<file path="config.mk">
export PLATFORM = sky130hd
export DESIGN_NAME = serial_adder
export DESIGN_NICKNAME = d
export VERILOG_FILES = /design/src/rtl/serial_adder.sv
export SDC_FILE = /design/constraint.sdc
export NUM_CORES = 1
export LEC_CHECK = 0
export BUFFER_PORTS_ARGS = -buffer_cell sky130_fd_sc_hd__buf_2
export CORE_ASPECT_RATIO = 0.7
export CORE_UTILIZATION = 55
export DETAILED_ROUTE_END_ITERATION = 16
export PLACE_DENSITY_LB_ADDON = 0.25
export SLEW_MARGIN = 20
export SYNTH_ARGS = -nofsm -noshare
export SYNTH_HDL_FRONTEND = slang
export SYNTH_SLANG_ARGS = --single-unit
</file>
<file path="constraint.sdc">
create_clock -name clk -period 1.6 [get_ports clk]
set_input_delay 0.32 -clock clk [delete_from_list [all_inputs] [get_ports clk]]
set_output_delay 0.32 -clock clk [all_outputs]
set_load 0.01 [all_outputs]
</file>
<file path="src/rtl/serial_adder.sv">
// serial_adder: bit-serial WIDTH-bit adder built from one full-adder cell
// and a registered carry. Operands are loaded on an accepted start, one bit
// is processed per clock LSB-first, and the parallel sum/carry-out are
// published together with a one-cycle done strobe.
//
// Optional feature macro: SERIAL_ADDER_OVF_EN adds the registered signed
// overflow output ovf (carry into MSB XOR carry out of MSB).
module serial_adder #(
    parameter int unsigned WIDTH = 8
) (
    input  logic             clk,
    input  logic             rst_n,
    input  logic             start,
    input  logic [WIDTH-1:0] a,
    input  logic [WIDTH-1:0] b,
    input  logic             cin,
    output logic             busy,
    output logic             done,
    output logic [WIDTH-1:0] sum,
`ifdef SERIAL_ADDER_OVF_EN
    output logic             ovf,
`endif
    output logic             cout
);

    localparam int unsigned CNT_W = (WIDTH > 1) ? $clog2(WIDTH) : 1;

    typedef enum logic [1:0] {
        IDLE,
        SHIFT,
        DONE
    } state_t;

    state_t             state;
    state_t             state_nxt;
    logic [WIDTH-1:0]   a_sh;
    logic [WIDTH-1:0]   b_sh;
    logic [WIDTH-1:0]   res_sh;
    logic               carry;
    logic [CNT_W-1:0]   count;

    logic               s_bit;
    logic               carry_nxt;
    logic               last_bit;
    logic               load;
    logic [WIDTH-1:0]   res_nxt;

    // Full-adder cell on the current LSBs plus control decode.
    always_comb begin
        s_bit     = a_sh[0] ^ b_sh[0] ^ carry;
        carry_nxt = (a_sh[0] & b_sh[0]) | ((a_sh[0] ^ b_sh[0]) & carry);
        res_nxt   = {s_bit, res_sh[WIDTH-1:1]};
        last_bit  = (count == CNT_W'(WIDTH - 1));
        load      = (state != SHIFT) && start;
    end

    // Next-state logic; start is only honoured outside SHIFT.
    always_comb begin
        state_nxt = state;
        case (state)
            IDLE:    if (start) state_nxt = SHIFT;
            SHIFT:   if (last_bit) state_nxt = DONE;
            DONE:    state_nxt = start ? SHIFT : IDLE;
            default: state_nxt = IDLE;
        endcase
    end

    // State register.
    always_ff @(posedge clk or negedge rst_n) begin
        if (!rst_n) begin
            state <= IDLE;
        end else begin
            state <= state_nxt;
        end
    end

    // Operand shifters, carry, bit counter and partial result.
    always_ff @(posedge clk or negedge rst_n) begin
        if (!rst_n) begin
            a_sh   <= '0;
            b_sh   <= '0;
            res_sh <= '0;
            carry  <= 1'b0;
            count  <= '0;
        end else if (load) begin
            a_sh   <= a;
            b_sh   <= b;
            res_sh <= '0;
            carry  <= cin;
            count  <= '0;
        end else if (state == SHIFT) begin
            a_sh   <= {1'b0, a_sh[WIDTH-1:1]};
            b_sh   <= {1'b0, b_sh[WIDTH-1:1]};
            res_sh <= res_nxt;
            carry  <= carry_nxt;
            count  <= count + 1'b1;
        end
    end

    // Published result: updated only on the edge that processes the MSB,
    // so the final sum bit and carry are taken from the cell directly.
    always_ff @(posedge clk or negedge rst_n) begin
        if (!rst_n) begin
            sum  <= '0;
            cout <= 1'b0;
        end else if (state == SHIFT && last_bit) begin
            sum  <= res_nxt;
            cout <= carry_nxt;
        end
    end

`ifdef SERIAL_ADDER_OVF_EN
    // Signed overflow: carry entering the MSB cell differs from carry leaving it.
    always_ff @(posedge clk or negedge rst_n) begin
        if (!rst_n) begin
            ovf <= 1'b0;
        end else if (state == SHIFT && last_bit) begin
            ovf <= carry ^ carry_nxt;
        end
    end
`endif

    // Status decoded from the state register only; no input reaches outputs.
    always_comb begin
        busy = (state == SHIFT);
        done = (state == DONE);
    end

endmodule

</file>
# ---- Word-level counts from Yosys, hierarchy flattened
# Cells that the tools add are included.
dict set report word_totals {
  regBits 39
  inputBits 20
  wordCells 39
}
dict set report op_classes {
  n_addsub 1
  n_eq_ne 6
  mux 14
  bitwise 5
  reduce_logical 5
}
# operator n
set ops {}
lappend ops {{$mux 8} 6}
lappend ops {{$mux 3} 2}
lappend ops {{$pmux 2 s3} 1}
lappend ops {{$mux 2} 2}
lappend ops {{$ne 2x1->1 const B} 2}
lappend ops {{$add 3x1->3 const B} 1}
lappend ops {{$eq 3x3->1 const B} 1}
lappend ops {{$mux 1} 3}
lappend ops {{$and 1x1->1} 2}
lappend ops {{$eq 2x1->1 const B} 1}
lappend ops {{$eq 2x2->1 const B} 1}
lappend ops {{$logic_and 1x1->1} 2}
lappend ops {{$logic_not 2->1} 1}
lappend ops {{$ne 2x2->1 const B} 1}
lappend ops {{$reduce_and 2->1} 1}
lappend ops {{$reduce_bool 2->1} 1}
lappend ops {{$xor 1x1->1} 2}
lappend ops {{$or 1x1->1} 1}

# ---- Longest topological paths before layout
dict set report logic_depth {
  ltp_word 5
  depth_mapped 5
  depth_no_buf 4
}

# ---- Worst setup path before layout
# No wires, ideal clock.
dict set report synth_timing {
  kind {reg-to-reg}
  from {register count[0]}
  to {register cout}
  setup_ps 125
  arrival_time_ps 1350
  required_time_ps 1475
  setup_slack_ps 125
  path_stages_with_launch 6
  path_buffers 1
  synth_period_minus_slack_ps 1475
  path_cell_list {dfrtp_1 -> ha_1 -> ha_1 -> nand3b_1 -> buf_2 -> mux2_2}
}
dict set report synth_via {
  elab_chain_cells 2
}
# element line_no
set synth_rtl {}
lappend synth_rtl {{start: declaration} 40} ;# logic [CNT_W-1:0] count;
lappend synth_rtl {{start signal: assignment} 96} ;# count <= count + 1'b1;
lappend synth_rtl {{$eq 3x3->1} 53} ;# last_bit = (count == CNT_W'(WIDTH - 1));
lappend synth_rtl {{$logic_and 1x1->1} 106} ;# end else if (state == SHIFT && last_bit) begin
lappend synth_rtl {{end signal: assignment} 108} ;# cout <= carry_nxt;
lappend synth_rtl {{end: declaration} 23} ;# output logic cout
# No other way between the ends.
# A chain may end at the register's enable or synchronous reset.

# ---- Worst setup path after layout
dict set report layout_timing {
  from {register count[0]}
  to {register sum[5]}
}
dict set report layout_via {
  elab_chain_cells 2
}
# element line_no
set layout_rtl {}
lappend layout_rtl {{$eq 3x3->1} 53}
lappend layout_rtl {{$logic_and 1x1->1} 106}
lappend layout_rtl {{end signal: assignment} 107} ;# sum <= res_nxt;
lappend layout_rtl {{end: declaration} 19} ;# output logic [WIDTH-1:0] sum,
# No other way between the ends.

==> flow_summary.toml <==
[detailed_routing]
wl_um = 2860
detailed_route_via_count = 1010
dr.first_iter.drc_count = 29
detail_route.first_pass.iterations = 4
drcViolationCount = 0
drt.antenna.violating_nets = 0
routed_via_density = 5.29
wire_per_inst_um = 14.9

[pwr]
design_power_total_mw = 3.73
peakVddDrop_mv = 1.12
power-per-cell-area_nw_per_um2 = 1780
p_leak_nw = 1.06

[hold_path]
timing.hold.worst_path_depth = 3
hold_path_startpoint = "a[7]"
min-delay-path-class = "input port to register"
whs_endpoint = "a_sh[7]$_DFFE_PN0P_"

[clock_tree]
cts_num_sinks = 38
clk_buf_depth = 2
cts_tree = "built"
ctsHtreeMaxLevel = 2
cts.root.buffer_cell = "sky130_fd_sc_hd__clkbuf_8"
numCtsBuffers = 5
cts_setup_buffers = 0
clk_pin_slew_worst_paths_ns = 0.07
worst_skew_pair.late_latency_ns = 0.28

[place]
instance_count_after_placement_with_tap_cells_included = 183
port_buffers = 30
final_gp_congestion = 0.750
dp.final_hpwl_um = 2010
pre_cts_slack_ns = 0.0869

[sta]
setup_tns_ns = 0
worst_slew_pin_slew_ns = 0.463
fin_worst_hold_slack_ns = 0.296
period_needed_ns = 1.54
timing.final.max_slew_violations = 0
finalClockSkew_ns = 0.00379
hold_viol_final = 0
unrepaired_setup_endpoints_after_global_routing = "false"
finalCritPeriodShare = 0.960
slew_headroom = 0.691
achievable_clock_frequency_ghz = 0.651
report.final.setup_viol = 0
setup_slack_ns = 0.0644

[synth]
ys.warnings.count = 0
postSynthRegisterBits = 38
netlist_instances = 118
mappedNetlistNets = 141
synth.largest_area_cell = "sky130_fd_sc_hd__dfrtp_1"
ranking_of_synthesized_cells_by_area = "sky130_fd_sc_hd__dfrtp_1, sky130_fd_sc_hd__mux2_2, sky130_fd_sc_hd__mux2_4"
synth.avg_cell_area_um2 = 15.2
synth-seq-area-share = 0.531
netlist-cell-type-count = 16
synth_top_area_share = 0.531
syn-cell-area_um2 = 1790

[layout]
fin_nets = 178
flow.area_growth_from_synthesis_pct = 17.1
drive_above_1_share = 0.581
layout.cells.non_filler = 191
antennaDiodeCount = 0
layout.filler_cells = 207

[floorplanning]
overall_die_area_um2 = 3490
die-width_um = 70.2
core_area_um2 = 2940
die_y_um = 49.8
effective_utilization_at_floorplan = 0.609
rows = 16
design.portCount = 31

[critical_path]
worst_setup_path_start_kind = "register"
startpoint_to_endpoint_class_of_the_critical_path = "register to register"
worstPathRequired_ns = 1.76
crit_path_max_fanout = 6
reg2reg_depth = 5
r2r_slack_ns = 0.06
worst_r2r_endpoint = "sum[5]$_DFFE_PN0P_"
crit_path_end_kind = "register"
timing.rr.start = "count[0]$_DFFE_PN0P_"
arrival_ns = 1.70

[run_status]
status = "finished clean"

[global_route]
grt_start_max_net_pins = 29
grt_util_all_layers = 0.186
grt_pass1_vias = 1059
remaining_global_route_overflow = 0
antenna_violations_before_repair = 0
first_pass_grt_wire_length_um = 4920

[run]
drv_cap = 0
-- synthesized netlist by cell type --
cell,instances
sky130_fd_sc_hd__nor2b_1,10
sky130_fd_sc_hd__buf_6,2
sky130_fd_sc_hd__buf_2,3
sky130_fd_sc_hd__buf_4,1
sky130_fd_sc_hd__inv_1,3
sky130_fd_sc_hd__buf_12,1
sky130_fd_sc_hd__fa_1,1
sky130_fd_sc_hd__nor2_1,2
sky130_fd_sc_hd__mux2i_1,3
sky130_fd_sc_hd__ha_1,2
sky130_fd_sc_hd__mux2_2,34
sky130_fd_sc_hd__nand3b_1,1
sky130_fd_sc_hd__o22ai_1,1
sky130_fd_sc_hd__mux2_4,14
sky130_fd_sc_hd__nand2b_1,2
sky130_fd_sc_hd__dfrtp_1,38
-- power by group --
part | leakage, nW | internal, mW | switching [mW]
sequential | 0.486 | 1.38 | 0.244
combinational | 0.539 | 0.942 | 0.569
clock | 0.0383 | 0.300 | 0.297
total | 1.06 | 2.62 | 1.11
-- kinds of logic after synthesis --
group           share of synthesized area
buf+inv                            0.0426
mux                                 0.348
simple gates                       0.0503
fa+ha+maj                          0.0251
compound gates                    0.00349
flops                               0.531
-- how the worst max path moves through the flow --
stage / from / to / slack, ns / depth (start not counted)
2_1_floorplan: count[0]$_DFFE_PN0P_ / cout$_DFFE_PN0P_ / 0.13 / 5
3_5_place_dp: count[0]$_DFFE_PN0P_ / sum[5]$_DFFE_PN0P_ / 0.09 / 5
6_report: count[0]$_DFFE_PN0P_ / sum[5]$_DFFE_PN0P_ / 0.06 / 5
5_1_grt: count[0]$_DFFE_PN0P_ / sum[4]$_DFFE_PN0P_ / 0.004 / 5
4_1_cts: state[1]$_DFFE_PN0P_ / busy / 0.05 / 4
3_3_place_gp: count[0]$_DFFE_PN0P_ / sum[7]$_DFFE_PN0P_ / 0.14 / 5
-- per-layer routing --
metal / up-vias / GRT usage / wire (um) / part of all wire
met4: 0 / 0.0400 / 13 / 0.0046
met1: 510 / 0.250 / 1370 / 0.48
met5: - / 0 / 0 / 0
li1: 478 / - / - / -
met3: 2 / 0.0552 / 123 / 0.043
met2: 20 / 0.300 / 1350 / 0.47
-- worst max-delay path, stage by stage, from the launching register on --
cell and delay, ns:
sky130_fd_sc_hd__dfrtp_1 0.40, sky130_fd_sc_hd__ha_1 0.20, sky130_fd_sc_hd__ha_1 0.19, sky130_fd_sc_hd__nand3b_1 0.13, sky130_fd_sc_hd__buf_4 0.17, sky130_fd_sc_hd__mux2_2 0.34
-- repair_timing --
| item | in CTS | in global routing |
|---|---|---|
| endpoints found under the setup margin | 1 | 0 |
| resized for setup | 1 | 0 |
| hold buffers | 1 | 0 |
| hold endpoints to repair | 3 | 0 |
-- layout make-up --
cell class / count / area, um2 / area share
multi-input cells: 70 / 772 / 0.368
flip-flops and latches: 38 / 951 / 0.453
well taps: 36 / 45.0 / 0.0215
repair buffers: 37 / 243 / 0.116
inverters: 3 / 11.3 / 0.00537
clock buffers: 7 / 76.3 / 0.0364
-- through the flow --
stage / cell area [um2] / util
CTS: 2100 / 0.713
finish: 2100 / 0.713
floorplan: 1790 / -
global placement: 2000 / 0.681
detailed placement: 2000 / 0.681
global route: 2100 / 0.713
-- sequential cells by signal (all words and copies together), names as in the netlist --
signal  flops
res_sh      7
sum         8
cout        1
state       2
carry       1
b_sh        8
a_sh        8
count       3
-- layout by cell type, fill, tap and decap left out --
master,synthesis,final
sky130_fd_sc_hd__o22ai_1,1,1
sky130_fd_sc_hd__buf_12,1,3
sky130_fd_sc_hd__dfrtp_1,38,38
sky130_fd_sc_hd__inv_1,3,3
sky130_fd_sc_hd__mux2_4,14,14
sky130_fd_sc_hd__buf_2,3,30
sky130_fd_sc_hd__nand3b_1,1,1
sky130_fd_sc_hd__mux2_2,34,34
sky130_fd_sc_hd__clkbuf_1,0,2
sky130_fd_sc_hd__mux2i_1,3,3
sky130_fd_sc_hd__buf_4,1,3
sky130_fd_sc_hd__dlygate4sd3_1,0,1
sky130_fd_sc_hd__ha_1,2,2
sky130_fd_sc_hd__nor2b_1,10,10
sky130_fd_sc_hd__fa_1,1,1
sky130_fd_sc_hd__nand2b_4,0,1
sky130_fd_sc_hd__nand2b_1,2,1
sky130_fd_sc_hd__clkbuf_8,0,5
sky130_fd_sc_hd__nor2_1,2,2
No activity file was read; power rests on OpenSTA's default activity.
